--- config.mk ---
export PLATFORM = sky130hd
export DESIGN_NAME = sap_ram
export DESIGN_NICKNAME = d
export VERILOG_FILES = /design/src/rtl/sap_pkg.sv /design/src/rtl/prog_button_ctrl.sv /design/src/rtl/sap_ram.sv
export SDC_FILE = /design/constraint.sdc
export NUM_CORES = 1
export LEC_CHECK = 0
export BUFFER_PORTS_ARGS = -buffer_cell sky130_fd_sc_hd__clkbuf_2
export CORE_MARGIN = 2
export CORE_UTILIZATION = 59
export DETAILED_ROUTE_END_ITERATION = 16
export PLACE_DENSITY = 0.88
export SYNTH_ARGS = -nofsm -noshare
export SYNTH_HDL_FRONTEND = slang
export SYNTH_SLANG_ARGS = --single-unit
--- constraint.sdc ---
create_clock -name clk -period 5.37 [get_ports clk]
set_input_delay 0.2685 -clock clk [delete_from_list [all_inputs] [get_ports clk]]
set_output_delay 0.2685 -clock clk [all_outputs]
set_load 0.01 [all_outputs]
--- src/rtl/sap_pkg.sv ---
// Shared SAP definitions: word/address widths and the program-button FSM states.
package sap_pkg;

    localparam int SAP_DATA_WIDTH = 8;
    localparam int SAP_ADDR_WIDTH = 4;

    // Program-button controller states with fixed encodings.
    typedef enum logic [1:0] {
        ST_IDLE     = 2'd0,
        ST_DEBOUNCE = 2'd1,
        ST_WRITE    = 2'd2,
        ST_RELEASE  = 2'd3
    } btn_state_t;

endpackage

--- src/rtl/prog_button_ctrl.sv ---
// Program-mode write button: 2-flop synchronizer, debounce counter and a
// one-shot FSM that yields exactly one write strobe per physical press.
module prog_button_ctrl
    import sap_pkg::*;
#(
    parameter int DEBOUNCE_CYCLES = 4
) (
    input  logic clk,
    input  logic clear,
    input  logic btn_raw,
    input  logic prog_mode,
    output logic write_ack
);

    localparam int CNT_W = $clog2(DEBOUNCE_CYCLES);
    localparam logic [CNT_W-1:0] CNT_LAST = CNT_W'(DEBOUNCE_CYCLES - 1);

    logic             sync_meta;
    logic             btn_s;
    btn_state_t       state_q, state_d;
    logic [CNT_W-1:0] cnt_q, cnt_d;

    // Bring the asynchronous button into the clock domain.
    always_ff @(posedge clk or posedge clear) begin
        if (clear) begin
            sync_meta <= 1'b0;
            btn_s     <= 1'b0;
        end else begin
            sync_meta <= btn_raw;
            btn_s     <= sync_meta;
        end
    end

    // State and stability-counter registers.
    always_ff @(posedge clk or posedge clear) begin
        if (clear) begin
            state_q <= ST_IDLE;
            cnt_q   <= '0;
        end else begin
            // NOTE: clocked state uses non-blocking assignments so every flop
            // samples pre-edge values regardless of block evaluation order.
            state_q <= state_d;
            cnt_q   <= cnt_d;
        end
    end

    // Next-state, counter update and the write strobe.
    always_comb begin
        // NOTE: every output of this block gets a default first, so no path
        // leaves a value unassigned and no latch is inferred.
        state_d   = state_q;
        cnt_d     = cnt_q;
        write_ack = 1'b0;
        unique case (state_q)
            ST_IDLE: begin
                if (btn_s) begin
                    state_d = ST_DEBOUNCE;
                    cnt_d   = '0;
                end
            end
            ST_DEBOUNCE: begin
                if (!btn_s) begin
                    state_d = ST_IDLE;
                end else if (cnt_q == CNT_LAST) begin
                    state_d = ST_WRITE;
                end else begin
                    cnt_d = cnt_q + 1'b1;
                end
            end
            ST_WRITE: begin
                write_ack = 1'b1;
                state_d   = ST_RELEASE;
                cnt_d     = '0;
            end
            ST_RELEASE: begin
                if (btn_s) begin
                    cnt_d = '0;
                end else if (cnt_q == CNT_LAST) begin
                    state_d = ST_IDLE;
                end else begin
                    cnt_d = cnt_q + 1'b1;
                end
            end
            default: begin
                state_d = ST_IDLE;
                cnt_d   = '0;
            end
        endcase
        // Leaving program mode aborts any sequence and suppresses the strobe.
        if (!prog_mode) begin
            state_d   = ST_IDLE;
            cnt_d     = '0;
            write_ack = 1'b0;
        end
    end

endmodule

--- src/rtl/sap_ram.sv ---
// SAP 16x8 program/data RAM: run-mode bus writes, program-mode DIP-switch
// writes through the debounced button, and combinational read paths.
module sap_ram
    import sap_pkg::*;
#(
    parameter int DATA_WIDTH      = SAP_DATA_WIDTH,
    parameter int ADDR_WIDTH      = SAP_ADDR_WIDTH,
    parameter int DEBOUNCE_CYCLES = 4
) (
    input  logic                  clk,
    input  logic                  clear,
    input  logic [ADDR_WIDTH-1:0] address,
    input  logic [DATA_WIDTH-1:0] bus_in,
    input  logic                  ram_in,
    input  logic                  ram_out,
    output logic [DATA_WIDTH-1:0] bus_out,
    output logic                  bus_oe,
    input  logic                  prog_mode,
    input  logic [DATA_WIDTH-1:0] prog_data,
    input  logic                  prog_write_btn,
    output logic                  write_ack,
    output logic [DATA_WIDTH-1:0] data_view
);

    localparam int DEPTH = 2 ** ADDR_WIDTH;

    logic [DATA_WIDTH-1:0] mem [DEPTH];

    prog_button_ctrl #(
        .DEBOUNCE_CYCLES(DEBOUNCE_CYCLES)
    ) u_btn (
        .clk      (clk),
        .clear    (clear),
        .btn_raw  (prog_write_btn),
        .prog_mode(prog_mode),
        .write_ack(write_ack)
    );

    // Write port: program strobe in program mode, RI in run mode.
    always_ff @(posedge clk or posedge clear) begin
        if (clear) begin
            // NOTE: this array is cleared on reset because the SAP relies on a
            // zeroed memory; that forces flops rather than a RAM macro.
            for (int i = 0; i < DEPTH; i++) begin
                mem[i] <= '0;
            end
        end else if (prog_mode) begin
            if (write_ack) begin
                mem[address] <= prog_data;
            end
        end else if (ram_in) begin
            mem[address] <= bus_in;
        end
    end

    // Asynchronous read paths for the bus driver and the LED display.
    always_comb begin
        data_view = mem[address];
        bus_out   = ram_out ? mem[address] : '0;
        bus_oe    = ram_out;
    end

endmodule

### Word level (Yosys, flattened, before mapping)

Cells that the tools add are included.

| word-level totals | value |
|---|---|
| flip-flop bits (word level) | 134 |
| output and inout port bits | 18 |

| cells by class | value |
|---|---|
| add/sub/neg operators | 1 |
| $lt $le $gt $ge | 2 |
| equal/unequal tests | 10 |
| muxes and demuxes | 26 |
| bitwise logic cells | 1 |
| reduce and logical (&&, ||, !) cells | 6 |

Operator list:

| operator | number |
|---|---|
| two-way mux 128 bit | 3 |
| bitwise mux 128 bit | 2 |
| binary-select mux 8 bit (select 4 bit) | 1 |
| demux 8 bit (select 4 bit) | 1 |
| two-way mux 8 bit | 4 |
| two-way mux 2 bit | 11 |
| case mux 2 bit (4 select lines) | 2 |
| != test 3 x 2 -> 1 bit, second input constant | 3 |
| == test 2 bit, second input constant | 3 |
| >= comparator 5 bit, second input constant | 1 |
| < comparator 5 x 1 -> 1 bit, second input constant | 1 |
| NOT 4 -> 5 bit | 1 |
| != test 4 bit, second input constant | 1 |
| AND reduction 2 bit | 2 |
| AND reduction 4 bit | 1 |
| != test 3 bit, second input constant | 1 |
| adder 2 x 1 -> 2 bit, second input constant | 1 |
| == test 2 x 1 -> 1 bit, second input constant | 1 |
| logical NOT 2 bit | 1 |
| two-way mux 1 bit | 2 |
| != test 2 x 1 -> 1 bit, second input constant | 1 |
| nonzero test 2 bit | 1 |
| logical AND 1 bit | 1 |

### Depth between registers and ports, before layout

Gate-level depths: netlist of run 1.

| depth | value |
|---|---|
| depth in word-level cells | 8 |
| gate-level depth with buffers | 6 |
| gate-level depth less buffers | 3 |

### Hierarchy

A second synthesis of run 1 with hierarchy kept.

| second synthesis, totals | value |
|---|---|
| cell total of the unflattened synthesis | 411 |
| area total of the unflattened synthesis | 6652.6 um^2 |

Modules (own cells, without submodules):

| module | instances | cells each | area an instance (um^2) | sequential area each (um^2) |
|---|---|---|---|---|
| sap_ram | 1 | 385 | 6384.9 | 3203.1 |
| prog_button_ctrl | 1 | 26 | 267.8 | 150.1 |

### Least setup slack after synthesis of run 1

OpenSTA, ideal clock, no wires.

| path | value |
|---|---|
| path type | reg2reg |
| start | reg u_btn.state_q[0] |
| end | reg mem[10] (netlist bit) |
| library setup time | 0.125 ns |
| arrival time | 1.622 ns |
| required time | 5.245 ns |
| slack | 3.624 ns |
| cell stages (with the launch flop) | 6 |
| buffers on the path | 2 |
| period minus slack after synthesis | 1.746 ns |
| cells stage by stage | dfrtp_1 -> nand3b_1 -> buf_6 -> buf_6 -> a211oi_4 -> mux2_2 |

| between the ends | value |
|---|---|
| word-level cells in the longest chain between the ends | 5 |

RTL lines:

| what | line | RTL |
|---|---|---|
| start, declared | prog_button_ctrl.sv:20 | `btn_state_t state_q, state_d;` |
| start signal, assigned | prog_button_ctrl.sv:42 | `state_q <= state_d;` |
| == test 2 bit | prog_button_ctrl.sv:54 | `unique case (state_q)` |
| two-way mux 1 bit | prog_button_ctrl.sv:54 |  |
| two-way mux 1 bit | prog_button_ctrl.sv:90 | `if (!prog_mode) begin` |
| != test 2 x 1 -> 1 bit (no source line) | -- |  |
| AND reduction 2 bit (no source line) | -- |  |
| end signal, assigned by index | sap_ram.sv:49 | `mem[address] <= prog_data;` |
| end signal, assigned by index | sap_ram.sv:52 | `mem[address] <= bus_in;` |
| end, declared | sap_ram.sv:27 | `logic [DATA_WIDTH-1:0] mem [DEPTH];` |

No other way between the ends.
A chain may end at the register's enable or synchronous reset.

### Final worst setup path of run 1

| path | value |
|---|---|
| start | in address[2] |
| end | out bus_out[2] |

| between the ends | value |
|---|---|
| word-level cells in the longest chain between the ends | 5 |

RTL lines:

| what | line | RTL |
|---|---|---|
| start, declared | sap_ram.sv:12 | `input logic [ADDR_WIDTH-1:0] address,` |
| NOT 4 -> 5 bit (not written as such) | sap_ram.sv:59 | `bus_out = ram_out ? mem[address] : '0;` |
| binary-select mux 8 bit (select 4 bit) | sap_ram.sv:59 |  |
| two-way mux 8 bit (not written as such) (2 in series) | sap_ram.sv:59 |  |
| two-way mux 8 bit | sap_ram.sv:59 |  |
| end, declared | sap_ram.sv:16 | `output logic [DATA_WIDTH-1:0] bus_out,` |

No other way between the ends. The select of a mux whose other input is x is not followed.

==> results of run 1 <==
-- worst reg2reg max path, stage by stage (launching register included) --
cell and delay, ns:
dfrtp_1 0.41, nand3b_1 0.17, buf_4 0.29, a2111oi_4 0.80
mux2_2 0.43
-- cells in the mapped netlist --
cell	number	area share [%]
mux2_2	136	23
dfrtp_1	134	51
mux4_2	32	11
clkbuf_1	10	0.57
a211oi_4	9	2.7
a21oi_1	9	0.69
mux2i_1	9	1.4
a211oi_1	8	0.92
o22ai_1	8	0.76
buf_4	7	0.80
a2111oi_4	6	2.5
buf_2	6	0.46
buf_6	6	1.0
inv_1	6	0.34
nand2b_1	5	0.48
nand2_1	3	0.17
a21boi_0	2	0.23
clkbuf_2	2	0.15
o21ai_0	2	0.15
a21oi_4	1	0.25
nand2_2	1	0.095
nand3_1	1	0.076
nand3b_1	1	0.11
nor2_1	1	0.057
nor2b_1	1	0.095
o2111ai_1	1	0.13
o211ai_1	1	0.11
or3_1	1	0.095
or4_1	1	0.11
-- kinds of logic after synthesis --
logic type	count (synthesis)	synth area share, %
buf+inv	37	3.36
mux	177	35.7
flops	134	51.1
compound gates	47	8.51
simple gates	15	1.30
-- power groups by stage --
stage	Combinational, µW	Sequential [µW]	Clock (µW)
global route	544	1360	1170
detailed placement	498	1340	0
CTS	508	1330	1120
finish	503	1330	1110
global placement	476	1330	0
floorplan	409	1300	0
-- routing by layer --
| metal | part of all wire, % | track usage (%) | up-vias |
|---|---|---|---|
| li1 | - | - | 1626 |
| met1 | 41 | 34.4 | 2026 |
| met2 | 51 | 43.5 | 113 |
| met3 | 5.3 | 5.39 | 26 |
| met4 | 2.2 | 11.7 | 0 |
| met5 | 0 | 0 | - |
-- registers in the layout (all words and copies together), names as in the netlist --
| name | flops |
|---|---|
| u_btn.state_q | 2 |
| mem | 128 |
| u_btn.btn_s | 1 |
| u_btn.cnt_q | 2 |
| u_btn.sync_meta | 1 |
-- timing repair --
item                                   in CTS  in global routing
endpoints found under the hold margin      25                  0
setup endpoints to repair                   0                  0
hold buffers                                2                  0
-- cell type report --
cell class / count / area share (%)
flip-flops and latches: 134 / 45.4
clock buffers: 22 / 6.41
inverters: 6 / 0.339
repair buffers: 49 / 3.60
well taps: 140 / 2.37
multi-input cells: 239 / 40.5
clock inverters: 8 / 1.34
-- path summary, 6_finish.rpt --
kind | slack (ns) | depth (start not counted) | to | from
min in group asynchronous | 0.50 | 3 | mem[41] | clear
max reg2reg | 3.15 | 4 | mem[95] | u_btn.state_q[0]
max | 2.55 | 6 | bus_out[2] | address[2]
min | 0.22 | 2 | u_btn.cnt_q[0] | prog_mode
max in group asynchronous | 3.64 | 4 | mem[22] | clear
min reg2reg | 0.36 | 0 | u_btn.btn_s | u_btn.sync_meta
-- stage by stage --
stage | utilization [%] | worst slack, ns | instance area [µm²] | power, µW
5_1_grt | 68.1 | 2.40 | 7380 | 3070
3_5_place_dp | 62.6 | 2.59 | 6790 | 1840
4_1_cts | 68.1 | 2.54 | 7380 | 2960
2_1_floorplan | - | 1.52 | 6560 | 1710
3_3_place_gp | 62.6 | 2.65 | 6790 | 1800
6_report | 68.1 | 2.55 | 7380 | 2950
==> flow_metrics.py, run 1 <==
metrics = {
    "clock_network": {
        "cts_buffers": 17,
        "clk_pin_slew_ns": 0.06,
        "cts_root_buffer": "clkbuf_8",
        "clockBufferDepth": 2,
        "cts-resized-gates": 0,
        "postCtsSetupRepairBufs": 0,
        "h-tree-depth": 4,
        "clk_latency_ns": 0.53,
        "cts_sinks": 134,
        "cts_tree": "done",
    },
    "final_layout": {
        "layout_common_cells": "136 x mux2_2, 134 x dfrtp_1, 43 x clkbuf_2",
        "area_growth_pct": 12.5,
        "n_fill_cell": 679,
        "final_cell_count_no_fill": 598,
        "seq_area_mm2": 0.00335,
        "layout-drive-gt1-share_pct": 57.4,
        "final_common_cell": "mux2_2",
        "diodes": 0,
        "multi_input_area_mm2": 0.00299,
        "fin_nets": 473,
    },
    "pwr": {
        "seqPwrFrac_pct": 45.2,
        "peakVddDrop_v": 0.000316,
        "pwr-share-comb_pct": 17.1,
        "p_per_area_mw_per_mm2": 400,
        "p_switching_uw": 737,
        "p_sw_share_pct": 25.0,
        "p_int_uw": 2210,
        "power.leakage_uw": 0.00316,
        "p_clk_share_pct": 37.7,
    },
    "timing": {
        "finalCriticalPeriod_ns": 2.82,
        "fin_crit_sh_pct": 52.4,
        "setup_tns_ns": 0,
        "setup_viol": 0,
        "max_freq_mhz": 355,
        "slew_headroom_pct": 34.6,
        "fin_skew_ns": 0.00412,
        "max_slew.worst_pin.slew_ns": 0.982,
        "fin_hold_ws_ns": 0.222,
        "grt_setup_unrepaired": "false",
        "hold_violations": 0,
        "maxSlewViolCount": 0,
    },
    "routing": {
        "dr_total_vias": 3791,
        "drt_pass1_iterations": 4,
        "routed_wirelength_mm": 14.1,
        "first_iter_violations": 289,
        "routed_via_density": 6.34,
        "routedWlPerCell_um": 23.6,
        "ant_nets": 0,
        "drc": 0,
    },
    "setup_path": {
        "crit_top_cell": "clkbuf_2",
        "end_kind": "output port",
        "slowest_stage": "mux4_2",
        "cp_max_fo": 20,
        "critPathBufInv": 3,
        "critPathLaunchType": "input port",
        "critPathRequiredTime_ns": 5.10,
        "arrival_ns": 2.55,
        "crit_family": "buffers and inverters",
        "worstSetupPathType": "input port to output port",
        "critPathMaxStageDelay_ns": 0.57,
        "crit_chain": "clkbuf_2 > buf_4 > mux4_2 > o22ai_1 > a211oi_1 > clkbuf_2",
    },
    "grt": {
        "grtUsageTotal_pct": 26.5,
        "grt_pass1_vias": 4065,
        "grt_start_max_net_pins": 84,
        "overflow": 0,
        "antenna_found_initial": 0,
        "grt_pass1_wl_mm": 22.9,
    },
    "hold_path": {
        "hold_class": "input port to flip-flop",
    },
    "synth": {
        "synth_area_per_cell_um2": 16.0,
        "syn_inst": 410,
        "synth_seq_cells": 134,
        "yosysUniqueCellTypes": 29,
        "syn_nets": 436,
        "mappedNetlistArea_mm2": 0.00656,
        "yosysSeqAreaShare_pct": 51.1,
        "synth-warning-count": 0,
    },
    "floorplan": {
        "die_w_um": 109,
        "die_h_um": 109,
        "start_util_pct": 60.5,
        "die_area_mm2": 0.0120,
        "core-area_mm2": 0.0108,
        "ios": 44,
        "num_rows": 38,
    },
    "placement": {
        "portBuffers": 43,
        "placedCellCount": 566,
        "dp_hpwl_mm": 8.97,
        "globalplace.congestion": 0.770,
    },
    "status": {
        "status": "finished clean",
    },
    "flow_run": {
        "maxCapViolCount": 0,
    },
}
No activity file was read; power rests on OpenSTA's default activity.
==> run 2, diff against run 1 <==
- clock period: 5.37 -> 2.7 ns (I/O delays scaled with it)
==> run 2 against run 1 <==
  * Routed wire length grew 1.9%
  * Cell count grew 1.8%
  * Clock power grew 120%
  * Critical endpoint unchanged
  * Largest power group unchanged
  * Via count grew 1.0%
==> flow_metrics.py, run 2 (synthesized netlist as in run 1, its figures left out) <==
metrics = {
    "hold_path": {
        "hold_class": "input port to flip-flop",
    },
    "routing": {
        "first_iter_violations": 213,
        "top_layer": "met4",
        "routed_via_density": 6.29,
        "routed_wirelength_mm": 14.4,
        "dr_total_vias": 3830,
        "wl_met1_mm": 5.99,
        "ant_nets": 0,
        "drc": 0,
        "routedWlPerCell_um": 23.6,
        "drt_pass1_iterations": 4,
        "wl_met2_mm": 7.39,
        "met3WireLength_um": 557,
    },
    "final_layout": {
        "final_core_util_pct": 69.8,
        "area_growth_pct": 15.4,
        "reg_top3": "mem (128), u_btn.cnt_q (2), u_btn.state_q (2)",
        "fin_nets": 482,
        "final_common_cell": "mux2_2",
        "diodes": 0,
        "layout_common_cells": "136 x mux2_2, 134 x dfrtp_1, 43 x clkbuf_2",
        "largest_reg_flops": 128,
        "layout-drive-gt1-share_pct": 58.0,
        "regMostFlops": "mem",
    },
    "timing": {
        "fin_hold_ws_ns": 0.0744,
        "hold_violations": 0,
        "fin_skew_ns": 0.00999,
        "fin_crit_sh_pct": 79.2,
        "setup_viol": 0,
        "grt_setup_unrepaired": "false",
        "setup_tns_ns": 0,
        "maxSlewViolCount": 0,
        "max_slew.worst_pin.slew_ns": 0.862,
        "finalCriticalPeriod_ns": 2.14,
        "max_freq_mhz": 467,
        "slew_headroom_pct": 42.5,
    },
    "placement": {
        "portBuffers": 43,
        "globalplace.congestion": 0.808,
        "dp_hpwl_mm": 9.47,
    },
    "setup_path": {
        "crit_chain": "mux4_2 > mux2i_1 > a211oi_1 > clkbuf_2",
        "slowest_stage": "mux4_2",
        "end_kind": "output port",
        "critPathRequiredTime_ns": 2.57,
        "worstSetupPathType": "flip-flop to output port",
        "arrival_ns": 2.00,
        "critPathLaunchType": "flip-flop",
        "cp_max_fo": 2,
        "critPathMaxStageDelay_ns": 0.47,
    },
    "clock_network": {
        "cts-resized-gates": 0,
        "clockBufferDepth": 2,
        "clk_latency_ns": 0.55,
        "h-tree-depth": 4,
        "cts_sinks": 134,
        "cts_tree": "done",
        "cts_buffers": 17,
        "cts_root_buffer": "clkbuf_8",
        "clk_pin_slew_ns": 0.06,
    },
    "floorplan": {
        "die_h_um": 109,
        "die_area_mm2": 0.0120,
        "die_w_um": 109,
        "ios": 44,
        "start_util_pct": 60.5,
        "core-area_mm2": 0.0108,
        "num_rows": 38,
    },
    "grt": {
        "grt_pass1_vias": 4172,
        "grt_start_max_net_pins": 63,
        "overflow": 0,
        "grtUsageTotal_pct": 26.9,
        "grt_pass1_wl_mm": 23.2,
        "antenna_found_initial": 0,
    },
    "status": {
        "status": "finished clean",
    },
    "pwr": {
        "peakVddDrop_v": 0.000465,
        "p_per_area_mw_per_mm2": 814,
        "power.leakage_uw": 0.00326,
    },
    "flow_run": {
        "maxCapViolCount": 0,
    },
}
[run 2: per-layer routing]
metal | track usage, % | up-vias
met5 | 0 | -
met4 | 10.3 | 0
met3 | 7.59 | 32
met2 | 44.2 | 104
met1 | 34.3 | 2042
li1 | - | 1652
[run 2: critical path: cells and delay by family (launching register included)]
| family | cells | cell delay (ns) |
|---|---|---|
| AO/OA/AOI/OAI | 1 | 0.12 |
| buffers and inverters | 1 | 0.16 |
| multiplexers | 2 | 0.78 |
| flip-flops | 1 | 0.39 |
[run 2: per-stage QoR]
step,power (µW),setup slack (ns),instances,instance area [µm²]
after global routing,6400,0.478,609,7570
after detailed placement,3700,0.525,575,6920
final,6160,0.560,609,7570
after CTS,6190,0.522,609,7570
after floorplan,3400,0.900,410,6560
after global placement,3610,0.562,575,6920
[run 2: what timing repair did]
item,CTS,global route
buffers inserted,0,0
hold buffers,2,0
hold endpoints to repair,27,0
[run 2: final timing paths]
check                                 startpoint        endpoint  slack (ns)  cells after the start
worst min-delay path                   prog_mode  u_btn.cnt_q[0]        0.07                      2
worst max register to register  u_btn.state_q[0]        mem[101]        0.60                      5
min in group asynchronous                  clear          mem[0]        0.22                      3
max in group asynchronous                  clear         mem[43]        1.76                      4
worst min register to register   u_btn.sync_meta     u_btn.btn_s        0.36                      0
worst max-delay path                     mem[42]      bus_out[2]        0.56                      4
[run 2: layout make-up]
class                      count  area [µm²]
timing repair buffer          58         395
clock buffer                  22         453
inverter                       6        26.3
clock inverter                10         175
multi-input combinational    239        2990
sequential                   134        3350
tap                          140         175
fill                         685        3270
[run 2: report_power, final]
part	switching [µW]	leakage, µW	internal, µW	total (µW)
Combinational	438	0.00124	593	1030
Sequential	228	0.00171	2430	2650
Clock	841	0.000313	1630	2470
Total	1510	0.00326	4650	6160
==> run 3, diff against run 2 <==
- clock period: 2.7 -> 2.15 ns (I/O delays scaled with it)
==> run 3 against run 2 <==
  * Worst hold slack improved by 0.072 ns
  * Routed wire length grew 3.0%
  * First-iteration DRC count is 15% higher
  * Cell area rose by 3.3%
  * Setup slack worse by 0.52 ns
  * Combinational power grew 31%
  * Flip-flop and latch count unchanged
  * Clock skew decreased by 0.0024 ns
  * Critical path type unchanged
  * Largest power group unchanged
==> flow_metrics.py, run 3 (synthesized netlist as in run 1, its figures left out) <==
metrics = {
    "pwr": {
        "seqPwrFrac_pct": 42.9,
        "p_per_area_mw_per_mm2": 993,
        "power.leakage_uw": 0.00341,
        "peakVddDrop_v": 0.000524,
        "p_int_uw": 5850,
        "p_switching_uw": 1910,
        "total_power_uw": 7760,
        "pwr-share-comb_pct": 17.3,
        "p_clk_share_pct": 39.7,
        "p_sw_share_pct": 24.6,
    },
    "final_layout": {
        "layout-drive-gt1-share_pct": 61.4,
        "fin_nets": 515,
        "layout_common_cells": "136 x mux2_2, 134 x dfrtp_1, 43 x clkbuf_2, 43 x buf_4, 32 x mux4_2",
        "final_cell_count_no_fill": 642,
        "area_growth_pct": 19.1,
        "diodes": 0,
        "reg_top3": "mem (128), u_btn.cnt_q (2), u_btn.state_q (2)",
        "final_common_cell": "mux2_2",
        "regMostFlops": "mem",
        "largest_reg_flops": 128,
        "final_core_util_pct": 72.1,
    },
    "grt": {
        "grtUsageTotal_pct": 27.7,
        "grt_pass1_vias": 4283,
        "grt_pass1_wl_mm": 23.8,
        "antenna_found_initial": 0,
        "grt_start_max_net_pins": 83,
        "overflow": 0,
    },
    "floorplan": {
        "ios": 44,
        "num_rows": 38,
        "start_util_pct": 60.5,
        "die_w_um": 109,
        "die_area_mm2": 0.0120,
        "core-area_mm2": 0.0108,
        "die_h_um": 109,
    },
    "clock_network": {
        "h-tree-depth": 4,
        "cts_tree": "done",
        "postCtsSetupRepairBufs": 0,
        "clk_latency_ns": 0.53,
        "clk_pin_slew_ns": 0.06,
        "clockBufferDepth": 2,
        "cts_buffers": 17,
        "cts_root_buffer": "clkbuf_8",
        "cts_sinks": 134,
    },
    "setup_path": {
        "critPathLaunchType": "flip-flop",
        "cp_max_fo": 2,
        "critPathRequiredTime_ns": 2.04,
        "end_kind": "output port",
        "worstSetupPathType": "flip-flop to output port",
        "arrival_ns": 2.00,
    },
    "routing": {
        "routed_via_density": 6.27,
        "top_layer": "met4",
        "routed_wirelength_mm": 14.8,
        "ant_nets": 0,
        "met3WireLength_um": 648,
        "wl_met1_mm": 5.90,
        "dr_total_vias": 4023,
        "routedWlPerCell_um": 23.1,
        "drc": 0,
        "drt_pass1_iterations": 4,
        "wl_met2_mm": 7.89,
        "first_iter_violations": 245,
    },
    "timing": {
        "fin_skew_ns": 0.00763,
        "max_slew.worst_pin.slew_ns": 0.579,
        "setup_tns_ns": 0,
        "finalCriticalPeriod_ns": 2.11,
        "slew_headroom_pct": 61.3,
        "setup_viol": 0,
        "maxSlewViolCount": 0,
        "grt_setup_unrepaired": "false",
        "hold_violations": 0,
        "layout_setup_ws_ns": 0.0376,
        "max_freq_mhz": 473,
        "fin_crit_sh_pct": 98.3,
    },
    "placement": {
        "globalplace.congestion": 0.836,
        "portBuffers": 43,
        "place_ws_ns": 0.0818,
        "placedCellCount": 607,
        "dp_hpwl_mm": 9.91,
    },
    "status": {
        "status": "finished clean",
    },
    "hold_path": {
        "hold_class": "input port to async pin",
    },
    "flow_run": {
        "maxCapViolCount": 0,
    },
}
-- run 3: layer usage --
| layer | global-route usage [%] | vias to the layer above |
|---|---|---|
| met2 | 45.7 | 125 |
| met5 | 0 | - |
| met1 | 34.5 | 2155 |
| met4 | 13.7 | 0 |
| met3 | 6.28 | 32 |
| li1 | - | 1711 |
-- run 3: path summary, 6_finish.rpt --
| path | slack (ns) | startpoint | end | depth (start not counted) |
|---|---|---|---|---|
| max reg2reg | 0.16 | u_btn.state_q[0] | mem[95] | 5 |
| max in group asynchronous | 1.23 | clear | mem[108] | 4 |
| min reg2reg | 0.38 | u_btn.sync_meta | u_btn.btn_s | 0 |
| min in group clk | 0.22 | prog_data[3] | mem[123] | 3 |
| max | 0.04 | mem[40] | bus_out[0] | 4 |
| min | 0.15 | clear | mem[112] | 3 |
-- run 3: worst max-delay path, stage by stage (launching register included) --
cell,delay [ns]
dfrtp_1,0.38
mux4_2,0.48
mux2i_1,0.29
a211oi_1,0.15
clkbuf_2,0.17
-- run 3: power groups by stage --
| stage | sequential, µW | clock (µW) | combinational, µW |
|---|---|---|---|
| 2_1_floorplan | 3250 | 0 | 1020 |
| 3_3_place_gp | 3320 | 0 | 1230 |
| 3_5_place_dp | 3350 | 0 | 1300 |
| 4_1_cts | 3330 | 3120 | 1340 |
| 5_1_grt | 3390 | 3240 | 1440 |
| 6_report | 3330 | 3080 | 1350 |
-- run 3: area by class of cell --
class                           count  area (µm²)
Sequential cell                   134        3350
Fill cell                         640        3030
Multi-Input combinational cell    239        3020
Tap cell                          140         175
Clock buffer                       24         490
Timing Repair Buffer               91         608
Clock inverter                      8         143
Inverter                            6        26.3
-- run 3: per-stage QoR --
step                      hold slack, ns  instance area [µm²]
after detailed placement           0.142                 7120
after global placement             0.140                 7120
after global routing               0.191                 7810
after floorplan                    0.139                 6560
after CTS                          0.133                 7790
final                              0.147                 7810
-- run 3: timing repair --
action / in CTS / in global routing
endpoints found under the setup margin: 3 / 5
hold buffers: 3 / 0
endpoints found under the hold margin: 35 / 0
gates resized for setup: 2 / 3
pin swaps: 0 / 0
